===== config.mk =====
export PLATFORM = sky130hd
export DESIGN_NAME = pixel_write_queue
export DESIGN_NICKNAME = d
export VERILOG_FILES = /design/src/rtl/pixel_write_queue.sv
export SDC_FILE = /design/constraint.sdc
export NUM_CORES = 1
export LEC_CHECK = 0
export CORE_MARGIN = 4
export CORE_UTILIZATION = 35
export CTS_CLUSTER_DIAMETER = 120
export DETAILED_ROUTE_END_ITERATION = 6
export PLACE_DENSITY = 0.56
export SLEW_MARGIN = 20
export SYNTH_ARGS = -nofsm -noshare
export SYNTH_HDL_FRONTEND = slang
export SYNTH_SLANG_ARGS = --single-unit

===== constraint.sdc =====
create_clock -name iClock -period 3.29 [get_ports iClock]
set_input_delay 0.329 -clock iClock [delete_from_list [all_inputs] [get_ports iClock]]
set_output_delay 0.329 -clock iClock [all_outputs]
set_load 0.02 [all_outputs]

===== src/rtl/pixel_write_queue.sv =====
// ============================================================================
// Module      : pixel_write_queue
// Description : Clips drawer pixel writes, buffers them in a FWFT FIFO as
//               linear addresses, and counts clip/overflow events.
// Revision    : 1.0 - initial release
// ============================================================================
`default_nettype none

module pixel_write_queue #(
    parameter int X_SCREEN_PIXELS = 160,
    parameter int Y_SCREEN_PIXELS = 120,
    parameter int DEPTH           = 16,
    parameter int ADDR_W          = 15
) (
    input  logic              iClock,
    input  logic              iResetn,
    input  logic [7:0]        iX,
    input  logic [7:0]        iY,
    input  logic [2:0]        iColour,
    input  logic              iPlot,
    input  logic              iReady,
    output logic [ADDR_W-1:0] oAddr,
    output logic [2:0]        oColour,
    output logic              oWrEn,
    output logic              oFull,
    output logic              oEmpty,
    output logic [7:0]        oDropCount,
    output logic [7:0]        oClipCount
);

    localparam int                PTR_W   = $clog2(DEPTH);
    localparam int                CNT_W   = PTR_W + 1;
    localparam logic [CNT_W-1:0]  C_DEPTH = CNT_W'(DEPTH);
    localparam logic [ADDR_W-1:0] C_XS    = ADDR_W'(X_SCREEN_PIXELS);

    logic [ADDR_W-1:0] r_mem_addr [DEPTH];
    logic [2:0]        r_mem_col  [DEPTH];
    logic [PTR_W-1:0]  r_wr_ptr;
    logic [PTR_W-1:0]  r_rd_ptr;
    logic [CNT_W-1:0]  r_count;
    logic [7:0]        r_drop_cnt;
    logic [7:0]        r_clip_cnt;

    logic              w_in_range;
    logic [ADDR_W-1:0] w_addr;
    logic              w_nonempty;
    logic              w_pop;
    logic              w_room;
    logic              w_push;
    logic              w_drop;
    logic              w_clip;

    // Operands widened to ADDR_W before the multiply so the address never truncates.
    assign w_addr     = ADDR_W'(iY) * C_XS + ADDR_W'(iX);
    assign w_in_range = (32'(iX) < X_SCREEN_PIXELS) && (32'(iY) < Y_SCREEN_PIXELS);

    assign w_nonempty = (r_count != '0);
    assign w_pop      = w_nonempty && iReady;
    assign w_room     = (r_count < C_DEPTH) || w_pop;
    assign w_push     = iPlot && w_in_range && w_room;
    assign w_drop     = iPlot && w_in_range && !w_room;
    assign w_clip     = iPlot && !w_in_range;

    always_ff @(posedge iClock) begin
        if (w_push && iResetn) begin
            r_mem_addr[r_wr_ptr] <= w_addr;
            r_mem_col[r_wr_ptr]  <= iColour;
        end
    end

    always_ff @(posedge iClock) begin
        if (!iResetn) begin
            r_wr_ptr   <= '0;
            r_rd_ptr   <= '0;
            r_count    <= '0;
            r_drop_cnt <= '0;
            r_clip_cnt <= '0;
        end else begin
            if (w_push) begin
                r_wr_ptr <= r_wr_ptr + 1'b1;
            end
            if (w_pop) begin
                r_rd_ptr <= r_rd_ptr + 1'b1;
            end
            case ({w_push, w_pop})
                2'b10:   r_count <= r_count + 1'b1;
                2'b01:   r_count <= r_count - 1'b1;
                default: r_count <= r_count;
            endcase
            if (w_drop && (r_drop_cnt != 8'hFF)) begin
                r_drop_cnt <= r_drop_cnt + 1'b1;
            end
            if (w_clip && (r_clip_cnt != 8'hFF)) begin
                r_clip_cnt <= r_clip_cnt + 1'b1;
            end
        end
    end

    // Head entry is masked to zero while empty so stale storage never leaks out.
    assign oAddr      = w_nonempty ? r_mem_addr[r_rd_ptr] : '0;
    assign oColour    = w_nonempty ? r_mem_col[r_rd_ptr]  : '0;
    assign oWrEn      = w_nonempty;
    assign oFull      = (r_count == C_DEPTH);
    assign oEmpty     = (r_count == '0);
    assign oDropCount = r_drop_cnt;
    assign oClipCount = r_clip_cnt;

endmodule

`default_nettype wire


-- Word-level counts from Yosys, hierarchy flattened
Memories as Yosys holds them, arrays and structs flattened. A register that Yosys moved wholly into a read port is not among the register bits.
Index checks and enable logic that the tools add are counted.
- register bits after elaboration: 29
- bits in writable memories: 288
- word-level logic and storage cells: 47
- memories: 2
- $add $sub $neg: 7
- multipliers: 1
- $lt $le $gt $ge: 3
- eq/ne operators: 5
- multiplexer cells: 9
- reduce and logical (&&, ||, !) cells: 15
- memory list (memory ; words ; bits a word ; read ports ; clocked after Yosys merged registers in ; wr ports ; RTL line ; source):
    r_mem_addr ; 16 ; 15 ; 1 ; 1 ; 1 ; 36 ; logic [ADDR_W-1:0] r_mem_addr [DEPTH];
    r_mem_col ; 16 ; 3 ; 1 ; 1 ; 1 ; 37 ; logic [2:0] r_mem_col [DEPTH];
- operators by type and width (operator ; count):
    $add A8 B1 Y8 const B ; 2
    $mux W4 ; 4
    $ne A8 B8 Y1 const B ; 2
    $add A15 B8 Y15 ; 1
    $mux W15 ; 1
    $mul A8 B3 Y10 const B ; 1
    $pmux W5 S2 ; 1
    $logic_and A1 B1 Y1 ; 9
    $add A4 B1 Y4 const B ; 2
    $lt A8 B7 Y1 const B ; 1
    $lt A8 B8 Y1 const B ; 1
    $add A5 B1 Y5 const B ; 1
    $eq A5 B5 Y1 const B ; 1
    $logic_not A5 Y1 ; 1
    $lt A5 B5 Y1 const B ; 1
    $reduce_bool A5 Y1 ; 1
    $sub A5 B1 Y5 const B ; 1
    $mux W3 ; 1
    $eq A2 B1 Y1 const B ; 1
    $eq A2 B2 Y1 const B ; 1
    $logic_not A1 Y1 ; 2
    $mux W1 ; 2
    $reduce_bool A2 Y1 ; 1
    $logic_or A1 B1 Y1 ; 1

-- Longest topological paths before layout
Gate-level depths: netlist of run 1.
- depth after elaboration: 7
- mapped depth: 10

-- Least setup slack after synthesis of run 1
OpenSTA, ideal clock, no wires.
- path kind: input -> register
- start point: input port iY[1]
- end point: memory r_mem_addr[0][14] (data pin)
- library setup time: 0.297 ns
- arrival: 2.471 ns
- required time: 2.993 ns
- setup slack: 0.522 ns
- cell stages on the path: 8
- buffers on the path: 0
- cells stage by stage: ha_1 ha_1 fa_1 a211oi_1 nor2_1 xor2_1 nand4_1 xnor2_1
- word-level cells in the longest chain between the ends: 2
- RTL lines (item ; RTL line ; source):
    start, declared ; 18 ; input logic [7:0] iY,
    $mul A8 B3 Y10 ; 54 ; assign w_addr = ADDR_W'(iY) * C_XS + ADDR_W'(iX);
    $add A15 B8 Y15 ; 54 ;
    net w_addr[14] ; 45 ; logic [ADDR_W-1:0] w_addr;
    end, declared ; 36 ;
The timed path passes the listed nets, and every way through them passes these cells.

==> flow_summary_export.csv, run 1 <==
group,metric,value,unit
synthesis,yosysUniqueCellTypes,43,
synthesis,synth_top_area_cell,"edfxtp_1",
clock_network,cts-hold-fix-buffers,0,
sta,tightest_slew,1.02,ns
power_and_ir_drop,ir_worst_vdd,312,µV
clock_network,clk_pin_slew,0.06,ns
die,io_pins,60,
grt,grt_overflow,0,
worst_hold_path,min_path_type,"flop to flop",
drt,drt_iter0_drc,403,
cells_and_area,fin_cells,1297,
clock_network,cts.sinks,321,
clock_network,cts_root_buffer,"clkbuf_16",
sta,finalClockSkew,0.0120,ns
die,die_h,201,µm
critical_path,path_cells,"buf_16, buf_4, mux4_2, mux4_2, and2_1, dlygate4sd2_1",
sta,layout_min_cycle_time,3.16,ns
place,place.gp.congestion,0.732,
drt,wl_per_cell,21.7,µm
cells_and_area,finalNetCount,858,
synthesis,synthArstFlopShare,0,%
drt,ant_nets,0,
sta,fmax,0.317,GHz
drt,routed_via_density,5.06,
critical_path,cp_slowest_cell,"mux4_2",
grt,antenna_found_initial,1,
critical_path,worstReg2RegStart,"r_count[0]",
critical_path,cp_max_fo,16,
critical_path,cp-end-kind,"output pin",
critical_path,crit_top_cell,"mux4_2",
die,core,0.0368,mm²
sta,fin_crit_sh,96.0,%
die,initial_core_util,35.6,%
cells_and_area,syn_to_final_growth,21.1,%
grt,grt_pass1_vias,7012,
synthesis,synth_area_leaders,"edfxtp_1 (66%), mux4_2 (15%), dfxtp_1 (5.0%), ha_1 (2.5%), xnor2_1 (1.6%)",
critical_path,crit_arrival,2.83,ns
synthesis,synth_nets,732,
outcome,status,"completed",
synthesis,ys_ff_latch,321,
synthesis,netlist_area,0.0131,mm²
die,dieWidth,201,µm
synthesis,synthCells,680,
critical_path,slowest_delay,0.51,ns
cells_and_area,drive_gt1_share,25.8,%
grt,track_usage,13.8,%
place,port-buffer-count,59,
drt,drc_errors,0,
sta,finalMaxSlewViolations,0,
drt,firstDrtPassIters,4,
grt,met3_usage,2.24,%
synthesis,yosys-top-cells-count,"edfxtp_1 (288), mux4_2 (90), nor2_1 (49)",
grt,grt_max_degree,38,
place,dp_cells,1233,
sta,rsz0062_at_grt,"false",
critical_path,crit_required,2.96,ns
synthesis,synth_top_area_share,66.0,%
synthesis,syn_area_per_cell,19.3,µm²
clock_network,cts_buffers,34,
critical_path,cp-start-kind,"flop",
grt,gr-usage-met1,19.8,%
grt,grt_util_met2,22.6,%
synthesis,synth_edf_count,288,
cells_and_area,fin_util,43.1,%
cells_and_area,antenna_cells,0,
clock_network,cts_tree,"built",
drt,drt-total-wl,28100,µm
critical_path,crit_type,"flop to output pin",
worst_hold_path,min-delay-start,"oDropCount[1]",
power_and_ir_drop,power_density,688,mW/mm²
sta,slew_headroom,32.0,%
sta,finalHoldViolCount,0,
worst_hold_path,min_to,"oDropCount[1]",
clock_network,clock_path_buffers,3,
synthesis,yosysWarnings,0,
die,die_area,0.0406,mm²
power_and_ir_drop,leakage,5.17,nW
clock_network,htree_levels,2,
synthesis,synth_most_common_cell,"edfxtp_1",
synthesis,synth_ff_type,"edfxtp_1",
sta,setup_viol,0,
grt,grt_pass1_wl,43200,µm
critical_path,r2r_end,"r_count[4]",
worst_hold_path,holdPathStages,2,
clock_network,clk_latency,0.50,ns
sta,whs,0.517,ns
place,place_hpwl,16300,µm
synthesis,ys_seq_area_share,71.0,%
drt,vias,6562,
grt,busiest_layer,"met2",
critical_path,regToRegSetupSlack,0.66,ns
job,cap_violations,0,
die,num_rows,70,
critical_path,r2r_cells,9,
kinds of logic (layout without fill, tap and decap cells):
group | count (synthesis) | after routing | synth area share (%)
AO/OA/AOI/OAI | 35 | 35 | 1.74
XOR/XNOR | 31 | 31 | 2.07
adder cells (fa/ha/maj) | 29 | 29 | 2.94
buffers and inverters | 40 | 189 | 1.42
flip-flops | 321 | 321 | 71.0
multiplexers | 94 | 94 | 15.8
AND/OR/NAND/NOR | 130 | 130 | 5.01
registers in the layout (all words and copies together) (netlist names), named ones only:
register    cells
r_count         5
r_mem_addr    240
r_rd_ptr        4
r_mem_col      48
oClipCount      8
oDropCount      8
r_wr_ptr        4
worst max-delay path, delay by kind of cell, from the launching register on:
kind / cells / cell delay, ns
buffers and inverters: 3 / 0.70
flip-flops: 1 / 0.45
AND/OR/NAND/NOR: 1 / 0.17
multiplexers: 2 / 0.98
power breakdown:
part / leakage, nW / switching, mW / internal, mW
Sequential: 2.86 / 0.0691 / 4.63
Combinational: 1.81 / 1.37 / 1.31
Clock: 0.503 / 1.46 / 2.08
what timing repair did:
item | CTS | global route
setup endpoints to repair | 33 | 2
gates cloned | 2 | 0
gates resized for setup | 21 | 2
buffers inserted | 3 | 0
per-layer routing:
layer / share of wire, % / wire length (µm) / vias up
met2: 49 / 13700 / 132
met5: 0 / 0 / -
met3: 4.0 / 1130 / 32
met4: 1.3 / 378 / 0
met1: 46 / 13000 / 3408
li1: - / - / 2990
worst max-delay path by stage:
stage               startpoint                  to  slack [ns]  cells after the start
finish                    flop            oAddr[2]        0.13                      6
global route              flop            oAddr[2]        0.04                      6
CTS                      iY[1]  r_mem_addr[12][13]        0.02                      9
detailed placement       iY[1]   r_mem_addr[5][14]       -0.55                      9
global placement         iY[1]   r_mem_addr[4][13]       -0.43                      9
floorplan                iY[1]   r_mem_addr[0][14]        0.52                      8
placed cells by master, fill, tap and decap left out, types with 3 or more instances in the layout:
master	Yosys	routed
clkdlybuf4s50_1	0	41
nand4_1	5	5
clkbuf_1	9	10
mux4_2	90	90
nand2_1	20	20
xor2_1	7	7
nor3b_1	4	4
buf_4	7	45
and2_1	19	19
nor4_1	5	5
or3_1	3	3
a211oi_1	3	3
a21o_1	3	3
buf_16	0	4
nor3_1	4	4
dlygate4sd2_1	0	16
clkbuf_16	0	37
nand3_1	9	9
mux2i_1	4	4
nor2_2	0	16
clkinv_1	0	8
dfxtp_1	33	30
inv_1	13	13
buf_12	0	9
o21ai_0	8	8
edfxtp_1	288	288
fa_1	3	3
nor2_1	49	33
xnor2_1	24	20
a21oi_1	10	10
xnor2_2	0	4
nor2b_1	4	4
ha_1	26	26
final cells by class:
class	count	area (µm²)
repair buffers	117	1200
flip-flops and latches	321	9320
multi-input cells	319	3680
clock buffers	49	991
fillers	3277	20900
well taps	468	586
inverters	13	48.8
clock inverters	10	40.0
per-stage QoR:
| stage | setup slack [ns] | TNS, ns | instance area [µm²] | power [mW] |
|---|---|---|---|---|
| after floorplan | 0.522 | 0 | 13100 | 6.45 |
| after global placement | -0.426 | -15.43 | 14700 | 7.46 |
| after detailed placement | -0.551 | -23.39 | 14700 | 7.48 |
| after CTS | 0.0165 | 0 | 15800 | 11.1 |
| after global routing | 0.0391 | 0 | 15900 | 11.4 |
| final | 0.133 | 0 | 15900 | 10.9 |
Power figures use the tool's default switching activity.
==> inputs of run 2 (changes only) <==
--- a/config.mk
+++ b/config.mk
@@ -7,8 +7,8 @@
 export LEC_CHECK = 0
 export CORE_MARGIN = 4
-export CORE_UTILIZATION = 35
+export CORE_UTILIZATION = 50
 export CTS_CLUSTER_DIAMETER = 120
 export DETAILED_ROUTE_END_ITERATION = 6
-export PLACE_DENSITY = 0.56
+export PLACE_DENSITY = 0.73
 export SLEW_MARGIN = 20
 export SYNTH_ARGS = -nofsm -noshare
==> constraint.sdc (replaced) <==
create_clock -name iClock -period 3.29 [get_ports iClock]
set_input_delay 0.987 -clock iClock [delete_from_list [all_inputs] [get_ports iClock]]
set_output_delay 0.987 -clock iClock [all_outputs]
set_load 0.02 [all_outputs]
==> flow_summary_export.csv, run 2 (synthesis results as in run 1) <==
group,metric,value,unit
outcome,status,"complete, but fails checks",
outcome,violations,"negative setup slack",
sta,fin_crit_sh,107,%
sta,finalHoldViolCount,0,
clock_network,clock_path_buffers,3,
sta,rsz0062_at_grt,"true",
clock_network,cts.sinks,321,
cells_and_area,reg.largest.list,"r_mem_addr x240, r_mem_col x48",
cells_and_area,largest_reg_flops,240,
cells_and_area,fin_util,65.0,%
clock_network,cts_buffers,34,
drt,routed_via_density,5.88,
die,initial_core_util,51.4,%
die,core,0.0255,mm²
clock_network,clk_latency,0.51,ns
drt,vias,7086,
clock_network,cts_root_buffer,"clkbuf_16",
drt,drt_iter0_drc,566,
power_and_ir_drop,ir_worst_vdd,379,µV
critical_path,cp-end-kind,"output pin",
cells_and_area,antenna_cells,0,
drt,firstDrtPassIters,5,
grt,grt_pass1_vias,7526,
grt,track_usage,20.8,%
worst_hold_path,min-delay-start,"r_wr_ptr[1]",
sta,finalClockSkew,0.0167,ns
place,port-buffer-count,59,
grt,grt_max_degree,45,
worst_hold_path,min_path_type,"flop to flop",
clock_network,clk_pin_slew,0.06,ns
critical_path,crit_arrival,2.53,ns
clock_network,cts_tree,"built",
drt,drc_errors,0,
sta,layout_min_cycle_time,3.52,ns
die,io_pins,60,
sta,whs,0.524,ns
die,dieWidth,170,µm
power_and_ir_drop,leakage,5.51,nW
cells_and_area,top_register,"r_mem_addr",
critical_path,cp-start-kind,"flop",
die,die_h,170,µm
sta,slew_headroom,38.0,%
die,die_area,0.0289,mm²
sta,finalMaxSlewViolations,0,
cells_and_area,mostFrequentLayoutCells,"edfxtp_1 (288), mux4_2 (90), buf_4 (65)",
job,cap_violations,0,
grt,grt_pass1_wl,44900,µm
sta,setup_slack,-0.229,ns
sta,setup_viol,18,
sta,tightest_slew,0.928,ns
cells_and_area,final_area,0.0166,mm²
critical_path,crit_required,2.30,ns
grt,antenna_found_initial,1,
critical_path,worstReg2RegStart,"r_count[4]",
grt,grt_overflow,0,
die,num_rows,58,
clock_network,htree_levels,2,
critical_path,crit_type,"flop to output pin",
sta,fmax,0.284,GHz
drt,drt-total-wl,29400,µm
place,postPlaceCellArea,0.0150,mm²
cells_and_area,final_common_cell,"edfxtp_1",
cells_and_area,drive_gt1_share,36.3,%
power_and_ir_drop,power_density,702,mW/mm²
drt,ant_nets,0,
drt,wl_per_cell,24.4,µm
cells_and_area,finalNetCount,905,
place,place_hpwl,17200,µm
place,place.gp.congestion,0.843,
critical_path,cp_max_fo,8,
cells_and_area,syn_to_final_growth,26.3,%
-- run 2: changes by cell type in the layout (fill, tap and decap cells not counted), sizes merged --
cell,previous run,this run
buf,58,123
dlygate4sd2,16,0
clkbuf,49,41
clkdlybuf4s50,41,37
clkinv,10,13
bufinv,0,2
dlymetal6s2s,2,4
clkinvlp,0,1
inv,13,14
-- run 2: power by group --
part	internal (mW)	switching [mW]	total (mW)
registers	4.62	0.0639	4.69
clock network	2.10	1.47	3.57
logic	1.86	1.51	3.37
total	8.58	3.04	11.6
-- run 2: metal layers --
layer  routed length [µm]  vias to the layer above  GRT usage, %  share of wire [%]
li1                     -                     3085             -                  -
met1                11700                     3696          27.4                 40
met2                15400                      253          36.0                 52
met3                 1670                       50          3.86                5.7
met4                  602                        2          5.64                2.0
met5                   13                        -             0              0.044
-- run 2: area by class of cell --
cell class | count | area [µm²]
Multi-Input combinational cell | 319 | 3890
Clock inverter | 17 | 139
Fill cell | 1681 | 8920
Tap cell | 330 | 413
Clock buffer | 41 | 898
Sequential cell | 321 | 9310
Inverter | 13 | 48.8
Timing Repair Buffer | 164 | 1850
-- run 2: worst max-delay path, cell delays in order (launching register included) --
cell and delay [ns]:
dfxtp_4 0.38, buf_12 0.17, buf_16 0.15, mux4_2 0.51, mux4_2 0.51, and2_4 0.18, buf_6 0.12
-- run 2: repair_timing --
| action | in CTS | in global routing |
|---|---|---|
| endpoints found under the setup margin | 84 | 84 |
| hold buffers | 0 | 0 |
| gates cloned | 3 | 0 |
| setup buffers | 11 | 4 |
| gates resized for setup | 118 | 60 |
| pin swaps | 4 | 13 |
| endpoints found under the hold margin | 0 | 0 |
-- run 2: metrics by stage --
step / setup slack, ns / setup TNS [ns] / power [mW] / instances
2_1_floorplan: -0.0159 / -0.539 / 6.46 / 680
3_3_place_gp: -0.657 / -63.71 / 7.49 / 1132
3_5_place_dp: -0.799 / -85.35 / 7.58 / 1132
4_1_cts: -0.303 / -4.41 / 11.5 / 1204
5_1_grt: -0.287 / -4.58 / 12.1 / 1205
6_report: -0.229 / -3.25 / 11.6 / 1205
-- run 2: worst paths after layout --
kind	end	slack [ns]	cells after the start
min	r_wr_ptr[1]	0.52	2
max reg2reg	r_count[4]	0.84	10
min reg2reg	r_wr_ptr[1]	0.52	2
max	oAddr[7]	-0.23	6
==> inputs of run 3 (changes only) <==
- CTS_CLUSTER_DIAMETER: 120 -> 100
- CTS_CLUSTER_SIZE: unset -> 25
==> flow_summary_export.csv, run 3 (synthesis results as in run 1) <==
group,metric,value,unit
critical_path,crit_top_cell,"mux4_2",
cells_and_area,drive_gt1_share,34.2,%
critical_path,cp_slowest_cell,"mux4_2",
critical_path,cp-end-kind,"output pin",
die,io_pins,60,
drt,drc_errors,0,
clock_network,cts_buffers,16,
power_and_ir_drop,leakage,5.21,nW
critical_path,slowest_delay,0.51,ns
place,port-buffer-count,59,
cells_and_area,final_common_cell,"edfxtp_1",
sta,slew_headroom,36.5,%
cells_and_area,top_register,"r_mem_addr",
drt,drt-total-wl,28500,µm
die,die_area,0.0289,mm²
outcome,status,"complete, but fails checks",
sta,finalHoldViolCount,0,
grt,grt_pass1_wl,43900,µm
clock_network,clk_pin_slew,0.10,ns
cells_and_area,reg.largest.list,"r_mem_addr x240, r_mem_col x48",
critical_path,r2r_end,"r_count[4]",
grt,grt_pass1_vias,7305,
critical_path,cp-start-kind,"flop",
grt,grt_overflow,0,
critical_path,cp.depth,6,
sta,setup_slack,-0.238,ns
grt,antenna_found_initial,1,
clock_network,cts_root_buffer,"clkbuf_16",
power_and_ir_drop,total_power,10.2,mW
power_and_ir_drop,ir_worst_vdd,414,µV
drt,vias,6923,
clock_network,clk_latency,0.50,ns
cells_and_area,fin_cells,1168,
critical_path,crit_required,2.30,ns
critical_path,worstReg2RegStart,"r_count[4]",
place,pre_cts_slack,-0.799,ns
power_and_ir_drop,power_density,639,mW/mm²
critical_path,crit_type,"flop to output pin",
sta,setup_tns,-3.47,ns
die,die_h,170,µm
sta,fin_crit_sh,107,%
cells_and_area,mostFrequentLayoutCells,"edfxtp_1 (288), mux4_2 (90), buf_4 (65)",
outcome,violations,"negative setup slack",
critical_path,crit_family,"multiplexers",
critical_path,endpoint,"oAddr[7]",
cells_and_area,largest_reg_flops,240,
place,place.gp.congestion,0.843,
worst_hold_path,min_path_type,"flop to flop",
critical_path,r2r_cells,10,
drt,routed_via_density,5.93,
sta,layout_min_cycle_time,3.53,ns
cells_and_area,fillers,1738,
place,dp_cells,1132,
critical_path,cp_max_fo,8,
critical_path,crit_arrival,2.54,ns
grt,grt_max_degree,45,
job,cap_violations,0,
clock_network,cts-hold-fix-buffers,0,
clock_network,cts_tree,"built",
sta,rsz0062_at_grt,"true",
sta,finalMaxSlewViolations,0,
drt,drt_iter0_drc,594,
drt,wl_per_cell,24.4,µm
die,dieWidth,170,µm
cells_and_area,seqCellArea,0.00931,mm²
cells_and_area,multiInputGateArea,0.00388,mm²
die,initial_core_util,51.4,%
sta,tightest_slew,0.951,ns
clock_network,cts.sinks,321,
sta,setup_viol,18,
place,place_hpwl,17200,µm
sta,finalClockSkew,0.0189,ns
cells_and_area,syn_to_final_growth,21.9,%
critical_path,path_cells,"buf_12, buf_16, mux4_2, mux4_2, and2_4, buf_6",
sta,whs,0.534,ns
critical_path,crit_buf_inv,3,
clock_network,htree_levels,1,
sta,fmax,0.283,GHz
critical_path,regToRegSetupSlack,0.84,ns
grt,track_usage,20.1,%
die,num_rows,58,
die,core,0.0255,mm²
drt,ant_nets,0,
drt,firstDrtPassIters,6,
cells_and_area,antenna_cells,0,
cells_and_area,finalNetCount,886,
clock_network,clock_path_buffers,3,
[run 3: cell type report]
| type | count | share of cell area [%] |
|---|---|---|
| sequential | 321 | 58.3 |
| multi-input combinational | 319 | 24.3 |
| timing repair buffer | 163 | 11.6 |
| clock buffer | 22 | 2.91 |
| tap | 330 | 2.59 |
| inverter | 13 | 0.306 |
[run 3: metal layers]
layer	share of wire, %	up-vias	GRT usage [%]
li1	-	3024	-
met1	39	3610	27.3
met2	53	253	36.1
met3	5.5	34	2.35
met4	1.7	2	3.40
met5	0.042	-	0
[run 3: how the worst min path moves through the flow]
stage | startpoint | to | slack [ns] | cells past startpoint
after detailed placement | oDropCount[1] | oDropCount[1] | 0.52 | 2
after floorplan | r_count[4] | r_count[4] | 0.48 | 2
final | oDropCount[1] | oDropCount[1] | 0.53 | 2
after global placement | r_wr_ptr[1] | r_wr_ptr[1] | 0.49 | 2
after global routing | r_wr_ptr[1] | r_wr_ptr[1] | 0.57 | 2
after CTS | oDropCount[1] | oDropCount[1] | 0.53 | 2
[run 3: worst reg2reg max path: cells and delay by family (launching register included)]
kind                     cells  cell delay, ns
buffers and inverters        1            0.09
AO/OA/AOI/OAI                3            0.43
adder cells (fa/ha/maj)      2            0.57
flip-flops                   1            0.36
XOR/XNOR                     1            0.09
AND/OR/NAND/NOR              3            0.83
[run 3: power by group]
group | internal, mW | switching [mW] | leakage, nW
clock | 0.996 | 1.17 | 0.227
combinational | 1.86 | 1.50 | 2.13
sequential | 4.62 | 0.0637 | 2.86
total | 7.47 | 2.74 | 5.21
[run 3: what timing repair did]
| action | in CTS | in global routing |
|---|---|---|
| endpoints found under the hold margin | 0 | 0 |
| resized for setup | 118 | 57 |
| pin swaps | 4 | 13 |
| setup buffers | 11 | 4 |
| gates cloned | 3 | 0 |
| endpoints found under the setup margin | 84 | 98 |
[run 3: through the flow]
stage | utilization [%] | area (µm²)
2_1_floorplan | - | 13100
3_5_place_dp | 58.9 | 15000
3_3_place_gp | 58.9 | 15000
6_report | 62.7 | 16000
5_1_grt | 62.7 | 16000
4_1_cts | 62.1 | 15800
